===== src/rtl/rs_age.sv =====
// rs_age: reservation station with CDB wake-up, insert-time bypass and oldest-ready issue.
// Age is a pairwise "dispatched-before" matrix, so no sequence counter exists that could wrap.
module rs_age #(
  parameter int DEPTH = 8,
  parameter int TAG_W = 4,
  parameter int NCDB  = 2,
  parameter int OP_W  = 4
) (
  input  logic                     clk,
  input  logic                     rst,
  input  logic                     rdy,
  input  logic                     flush,
  input  logic                     in_vld,
  input  logic [31:0]              in_vj,
  input  logic [TAG_W-1:0]         in_qj,
  input  logic [31:0]              in_vk,
  input  logic [TAG_W-1:0]         in_qk,
  input  logic [OP_W-1:0]          in_op,
  input  logic [TAG_W-1:0]         in_dest,
  input  logic [31:0]              in_pc,
  input  logic [31:0]              in_imm,
  input  logic [NCDB-1:0]          cdb_vld,
  input  logic [NCDB*TAG_W-1:0]    cdb_tag,
  input  logic [NCDB*32-1:0]       cdb_val,
  output logic                     full,
  output logic [$clog2(DEPTH):0]   count,
  output logic                     iss_vld,
  input  logic                     iss_rdy,
  output logic [31:0]              iss_vj,
  output logic [31:0]              iss_vk,
  output logic [31:0]              iss_imm,
  output logic [31:0]              iss_pc,
  output logic [OP_W-1:0]          iss_op,
  output logic [TAG_W-1:0]         iss_dest
);

  localparam int IDX_W = $clog2(DEPTH);
  localparam int CNT_W = IDX_W + 1;

  logic [DEPTH-1:0] busy;
  logic [DEPTH-1:0] older [DEPTH];
  logic [31:0]      vj    [DEPTH];
  logic [31:0]      vk    [DEPTH];
  logic [31:0]      pc    [DEPTH];
  logic [31:0]      imm   [DEPTH];
  logic [TAG_W-1:0] qj    [DEPTH];
  logic [TAG_W-1:0] qk    [DEPTH];
  logic [TAG_W-1:0] dest  [DEPTH];
  logic [OP_W-1:0]  op    [DEPTH];

  logic [DEPTH-1:0] ready;
  logic [DEPTH-1:0] wj_hit;
  logic [DEPTH-1:0] wk_hit;
  logic [31:0]      wj_val [DEPTH];
  logic [31:0]      wk_val [DEPTH];
  logic [IDX_W-1:0] free_idx;
  logic [IDX_W-1:0] sel_idx;
  logic [32:0]      byp_j;
  logic [32:0]      byp_k;
  logic             accept;
  logic             load;

  // Returns {hit, value}; descending scan so the lowest matching port wins. Tag 0 never matches.
  function automatic logic [32:0] cdb_lookup(input logic [TAG_W-1:0]      tag,
                                             input logic [NCDB-1:0]       vld,
                                             input logic [NCDB*TAG_W-1:0] tags,
                                             input logic [NCDB*32-1:0]    vals);
    logic [32:0] r;
    r = '0;
    for (int k = NCDB - 1; k >= 0; k--) begin
      if (vld[k] && (tags[k*TAG_W +: TAG_W] != '0) && (tags[k*TAG_W +: TAG_W] == tag))
        r = {1'b1, vals[k*32 +: 32]};
    end
    return r;
  endfunction

  assign full   = (count == CNT_W'(DEPTH));
  assign accept = rdy && !flush && in_vld && !full;
  assign load   = rdy && !flush && (|ready) && (!iss_vld || iss_rdy);

  always_comb begin
    free_idx = '0;
    for (int i = DEPTH - 1; i >= 0; i--) begin
      if (!busy[i]) free_idx = IDX_W'(i);
    end
  end

  // An entry is oldest-ready when no other ready entry was dispatched before it.
  always_comb begin
    logic is_old;
    sel_idx = '0;
    for (int i = 0; i < DEPTH; i++) begin
      ready[i] = busy[i] && (qj[i] == '0) && (qk[i] == '0);
    end
    for (int i = 0; i < DEPTH; i++) begin
      is_old = ready[i];
      for (int j = 0; j < DEPTH; j++) begin
        if (ready[j] && older[j][i]) is_old = 1'b0;
      end
      if (is_old) sel_idx = IDX_W'(i);
    end
  end

  always_comb begin
    for (int i = 0; i < DEPTH; i++) begin
      {wj_hit[i], wj_val[i]} = cdb_lookup(qj[i], cdb_vld, cdb_tag, cdb_val);
      {wk_hit[i], wk_val[i]} = cdb_lookup(qk[i], cdb_vld, cdb_tag, cdb_val);
    end
    byp_j = cdb_lookup(in_qj, cdb_vld, cdb_tag, cdb_val);
    byp_k = cdb_lookup(in_qk, cdb_vld, cdb_tag, cdb_val);
  end

  // Control state: occupancy, age matrix and the issue output register.
  always_ff @(posedge clk) begin
    if (!rst) begin
      busy     <= '0;
      count    <= '0;
      iss_vld  <= 1'b0;
      iss_vj   <= '0;
      iss_vk   <= '0;
      iss_imm  <= '0;
      iss_pc   <= '0;
      iss_op   <= '0;
      iss_dest <= '0;
      for (int i = 0; i < DEPTH; i++) older[i] <= '0;
    end else if (rdy) begin
      if (flush) begin
        busy    <= '0;
        count   <= '0;
        iss_vld <= 1'b0;
        for (int i = 0; i < DEPTH; i++) older[i] <= '0;
      end else begin
        if (accept) begin
          busy[free_idx]  <= 1'b1;
          older[free_idx] <= '0;
          for (int j = 0; j < DEPTH; j++) begin
            if (j != int'(free_idx)) older[j][free_idx] <= 1'b1;
          end
        end
        if (load) begin
          busy[sel_idx] <= 1'b0;
          iss_vld       <= 1'b1;
          iss_vj        <= vj[sel_idx];
          iss_vk        <= vk[sel_idx];
          iss_imm       <= imm[sel_idx];
          iss_pc        <= pc[sel_idx];
          iss_op        <= op[sel_idx];
          iss_dest      <= dest[sel_idx];
        end else if (iss_rdy) begin
          iss_vld <= 1'b0;
        end
        count <= count + CNT_W'(accept) - CNT_W'(load);
      end
    end
  end

  // Entry payload: wake-up of waiting operands, then insertion into the free slot.
  always_ff @(posedge clk) begin
    if (rst && rdy && !flush) begin
      for (int i = 0; i < DEPTH; i++) begin
        if (busy[i] && wj_hit[i]) begin
          qj[i] <= '0;
          vj[i] <= wj_val[i];
        end
        if (busy[i] && wk_hit[i]) begin
          qk[i] <= '0;
          vk[i] <= wk_val[i];
        end
      end
      if (accept) begin
        qj[free_idx]   <= byp_j[32] ? '0 : in_qj;
        vj[free_idx]   <= byp_j[32] ? byp_j[31:0] : in_vj;
        qk[free_idx]   <= byp_k[32] ? '0 : in_qk;
        vk[free_idx]   <= byp_k[32] ? byp_k[31:0] : in_vk;
        op[free_idx]   <= in_op;
        dest[free_idx] <= in_dest;
        pc[free_idx]   <= in_pc;
        imm[free_idx]  <= in_imm;
      end
    end
  end

endmodule


===== config.mk =====
export PLATFORM = sky130hd
export DESIGN_NAME = rs_age
export DESIGN_NICKNAME = d
export VERILOG_FILES = /design/src/rtl/rs_age.sv
export SDC_FILE = /design/constraint.sdc
export NUM_CORES = 2
export LEC_CHECK = 0
export ABC_AREA = 0
export BUFFER_PORTS_ARGS = -buffer_cell sky130_fd_sc_hd__buf_2
export CORE_MARGIN = 3
export CORE_UTILIZATION = 40
export CTS_CLUSTER_DIAMETER = 30
export DETAILED_ROUTE_END_ITERATION = 8
export GPL_TIMING_DRIVEN = 0
export PLACE_DENSITY_LB_ADDON = 0.2
export SYNTH_ARGS = -nofsm -noshare
export SYNTH_HDL_FRONTEND = slang
export SYNTH_SLANG_ARGS = --single-unit

===== constraint.sdc =====
create_clock -name clk -period 6.3 [get_ports clk]
set_input_delay 0.63 -clock clk [delete_from_list [all_inputs] [get_ports clk]]
set_output_delay 0.63 -clock clk [all_outputs]
set_load 0.005 [all_outputs]

Word-level counts from Yosys, hierarchy flattened
Memory sizes are Yosys's and may differ from the RTL's. A register that Yosys moved wholly into a read port is not among the register bits.
Cells that the tools add are included.
{ "word_totals": {"ram_bits": 1216, "inputBits": 224, "memories": 9, "ff_bits": 13, "output_inout_bits": 142} }
{ "memory_table": {"columns": ["memory", "depth", "width", "rd", "rd_clocked_by_memory_dff", "write_ports", "line_no", "text"], "rows": [
  ["imm", 8, 32, 1, 1, 1, "45", "logic [31:0] imm [DEPTH];"],
  ["pc", 8, 32, 1, 1, 1, "44", "logic [31:0] pc [DEPTH];"],
  ["vj", 8, 32, 1, 1, 9, "42", "logic [31:0] vj [DEPTH];"],
  ["vk", 8, 32, 1, 1, 9, "43", "logic [31:0] vk [DEPTH];"],
  ["older", 8, 8, 8, 0, 9, "41", "logic [DEPTH-1:0] older [DEPTH];"],
  ["dest", 8, 4, 1, 1, 1, "48", "logic [TAG_W-1:0] dest [DEPTH];"],
  ["+3 memories", null, null, null, null, null, null, null]
]} }
{ "classes": {"reduce_logical": 168, "mux": 305, "n_bitwise": 76, "eq_ne": 44, "order_cmp": 4, "n_addsub": 2} }
{ "ops": {"columns": ["op", "count"], "rows": [
  ["$mux 33", 36],
  ["$mux 1", 226],
  ["$mux 8", 22],
  ["$eq 4x4->1", 36],
  ["$logic_and 1x1->1", 135],
  ["$or 1x1->1", 72],
  ["$logic_not 4->1", 16],
  ["$mux 32", 2],
  ["$mux 3", 14],
  ["$mux 4", 3],
  ["$ne 3x3->1 const A", 4],
  ["$logic_not 1->1", 9],
  ["$and 8x8->8", 1],
  ["$lt 3x4->1 const B", 2],
  ["$not 8->8", 1],
  ["$or 8x8->8", 1],
  ["$reduce_bool 4->1", 2],
  ["$reduce_or 8->1", 1],
  ["$demux 1 s3", 2],
  ["$ge 3x1->1 const B", 2],
  ["$ne 2x3->1 const A", 2],
  ["$reduce_bool 3->1", 2],
  ["$add 4x1->4", 1],
  ["$eq 4x4->1 const B", 1],
  ["other kinds (6)", 6]
]} }

Longest topological paths before layout
An unclocked memory read counts as a cell.
{ "depth": {"depth_word": 28, "mapped_depth": 16} }

Least setup slack after synthesis
OpenSTA, ideal clock, no wires.
{ "synth_timing": {"path_type": "input -> register", "start": "input port cdb_tag[0]", "end": "memory qk[3][0], enable pin", "required_time_ns": 5.821, "slack_ns": 1.136, "arrival_ns": 4.685, "setup_ns": 0.479, "cell_stages": 7, "cell_sequence": "clkbuf_1 -> buf_1 -> xnor2_1 -> nand4_1 -> nor2_1 -> nor2b_1 -> o21ai_0"} }
{ "synth_lines": {"columns": ["element", "line_no", "text"], "rows": [
  ["from (decl)", "23", "input logic [NCDB*TAG_W-1:0] cdb_tag,"],
  ["to (decl)", "47", "logic [TAG_W-1:0] qk [DEPTH];"]
]} }

==> run summary <==
Clock sinks -> 1357
Design area -> 84800 um2
Tmin final -> 5920 ps
RSZ-0062 raised after global routing -> false
Peak supply drop -> 0.283 mV
IO buf count -> 292
Largest area contributor in the netlist -> edfxtp_1
GRT overflow -> 0
Fmax -> 169 MHz
DRT Pass-1 Iters -> 9
Leakage power -> 32.2 nW
Syn Inst Count -> 6261
Flops & latches, synth -> 1357
Post-DR vias/cell -> 6.39
Worst-path cell chain -> nor4_2 > nand2_1 > nand4bb_1 > and4bb_2 > clkbuf_1 > clkbuf_2 > clkbuf_1 > a221o_1 > nor4_1 > nor2_1
HPWL after detailed placement -> 248 mm
Synth top area share -> 0.519
Crit path launch type -> register
Reg2Reg Setup Slack -> 380 ps
Max_cap viols -> 16
Count of final setup violators -> 0
GPL Wtd Cong -> 1.06
Final cycle utilization of the critical path -> 0.939
Worst slew margin -> -0.0838
Final net count -> 7265
Largest net degree at the start of global routing -> 58
Crit path kind -> register to register
Post-Synth Adder-Cell Area -> 0.00124
Xor and xnor area share after synthesis -> 0.0192
Critical Path Max Stage Delay -> 1140 ps
# DRC -> 3
Avg Inst Size Synth -> 10.7 um2
Clock slew seen by the registers of the worst setup and hold paths -> 40 ps
Family with the most delay on the worst path -> buffers and inverters
Core Area -> 165000 um2
Antenna Violating Nets Remaining -> 0
Worst Path Buf+Inv -> 3
Vias in the first global route -> 58500
Async S/R FF share, synth -> 0
Cell area after synthesis -> 66700 um2
DR WL/cell -> 36.1 um
Hold Fails Final Rpt -> 0
Seq/Total Area, Yosys -> 0.580
CTS tree -> built
Worst-margin pin slew -> 1620 ps
First-pass GRT wire length -> 465 mm
Final slew viol count -> 120
CTS Buffer Depth -> 4
Gr usage total -> 0.386
Worst path arrival time -> 6810 ps
Cell mode on critical path -> clkbuf_1
# H-tree levels -> 5
Clock latency on the worst-skew pair -> 970 ps
Initial antenna violation count -> 23
Synth Warn # -> 0
Area Overhead vs Synth -> 27.1%
Initial Util -> 0.403
Total power -> 28.9 mW
Largest family of logic cells by synthesized area -> simple AND/OR/NAND/NOR gates
Type of the most critical hold path -> primary input to register
Violated checks -> DRC, capacitance limit, slew limit
Post-Route WL -> 344 mm
CTS root buf -> clkbuf_16
Post-synth top flop -> edfxtp_1
Row count -> 149
Count of cell types in the netlist -> 70
Die width -> 414 um
I/O pin count -> 366
Cell Pwr Density -> 341 nW/um2
CP max stage cell -> clkbuf_1
TritonCTS buffer count -> 358
Placed instance area -> 72200 um2
Critical Path Sink Type -> register
Post-synthesis net count -> 6491
Die Area -> 172000 um2
Post-synthesis mux area share -> 0.0708
Layout Skew -> 82.1 ps
DRT iter0 DRCs -> 9390
Worst Path Required -> 7190 ps
CP max FO -> 10
Synth Area in Compound Gates -> 0.124
Ranking of synthesized cells by area -> edfxtp_1, mux2i_1, nor2_1, dfxtp_1, a221oi_1
Die H -> 414 um
Share of cells above drive strength 1 -> 0.147
Post-synth EDFFs -> 1152
Status -> finished, violations left
Vias -> 60800
Post-synthesis simple-gate area fraction -> 0.163
[cell families (layout without fill, tap and decap cells)]
| family | count (synthesis) | in the layout |
|---|---|---|
| compound gates | 1116 | 1116 |
| mux | 472 | 472 |
| flops | 1357 | 1357 |
| fa+ha+maj | 6 | 6 |
| other cells | 0 | 17 |
| xor+xnor | 146 | 146 |
| buf+inv | 694 | 1748 |
| simple gates | 2470 | 2470 |
[state kept, by name (all words and copies together) (netlist names), 56 cells and up]
signal / count
vj: 256
vk: 256
pc: 256
imm: 256
older: 56
[power breakdown]
| group | switching, mW | internal (mW) | leakage (nW) |
|---|---|---|---|
| Sequential | 0.0116 | 9.76 | 12.0 |
| Clock | 5.56 | 12.4 | 5.74 |
| Combinational | 0.893 | 0.256 | 14.4 |
| Total | 6.46 | 22.4 | 32.2 |
[layer usage]
layer	wire length, um	vias up	global-route usage
met3	37800	1088	0.108
met1	130000	30100	0.485
met4	27700	6	0.266
li1	-	25100	-
met2	148000	4543	0.578
met5	123	-	0.00389
[what timing repair did]
item,in CTS,in global routing
hold buffers,72,0
gates resized for setup,2,0
endpoints found under the setup margin,4,0
hold endpoints to repair,575,0
buffers inserted,0,0
[stage by stage]
step	hold WS, ps	TNS [ps]	util	worst slack [ps]	cells
after floorplan	410	0	-	1140	6261
final	110	0	0.513	383	9521
after detailed placement	430	-1090	0.437	-386	8791
after global placement	424	-3661560	0.429	-4860	8742
after CTS	74.2	0	0.512	551	9503
after global routing	106	0	0.513	390	9505
[worst paths after layout]
path	cells after the start	endpoint	from
worst max-delay path	10	iss_vj[17]$_SDFFE_PN0P_	qj[7][3]$_SDFFCE_PN0P_
worst min-delay path	4	iss_vld$_SDFFE_PN0P_	iss_rdy
worst max register to register	10	iss_vj[17]$_SDFFE_PN0P_	qj[7][3]$_SDFFCE_PN0P_
worst min register to register	2	older[2][2]$_SDFFE_PP0P_	older[2][2]$_SDFFE_PP0P_
[layout by cell type (no fill, tap or decap), drive strengths merged, types with 4 or more instances in the layout]
cell,instances
dfxtp,205
dlygate4sd3,72
nor2b,39
and4,13
mux2i,472
and2,17
nor2,1117
nand2,480
o21a,5
a22o,7
inv,33
ha,5
bufinv,42
nor3,17
nor4,147
a21boi,5
nand3,572
a21oi,115
a221o,136
clkbuf,934
o21ai,291
nand3b,5
clkinv,113
clkinvlp,30
o2111ai,5
a211oi,4
diode,17
edfxtp,1152
a2111oi,4
xor2,33
nand4,45
buf,524
a221oi,385
xnor2,113
a22oi,138
[cells in the mapped netlist, drive strengths merged (3+ instances only)]
cell,instances
nor2,1117
clkbuf,494
a21oi,115
a221oi,385
xnor2,113
a31oi,3
o21ai,291
a21boi,5
mux2i,472
and3,3
nor3,17
and4,13
nand2,480
a22oi,138
a211oi,4
o21a,5
xor2,33
a2111oi,4
and2,17
a221o,136
buf,182
a22o,7
edfxtp,1152
or4,3
nand3,572
nor4,147
inv,17
and4b,3
dfxtp,205
o2111ai,5
nand3b,5
nor2b,39
ha,5
nand4,45
[tightest hold or removal path, stage by stage]
cell      delay, ps
buf_2           100
o21ai_0          70
nand2_1          60
a21boi_0         90
[area by class of cell]
class	count	area (um2)
Clock buffer	440	9620
Buffer	676	2780
Antenna cell	17	42.5
Tap cell	2189	2740
Multi-Input combinational cell	4210	25400
Clock inverter	200	2200
Inverter	18	71.3
Sequential cell	1357	38700
Fill cell	14800	80600
Timing Repair Buffer	414	3250
No activity file was read; power rests on OpenSTA's default activity.
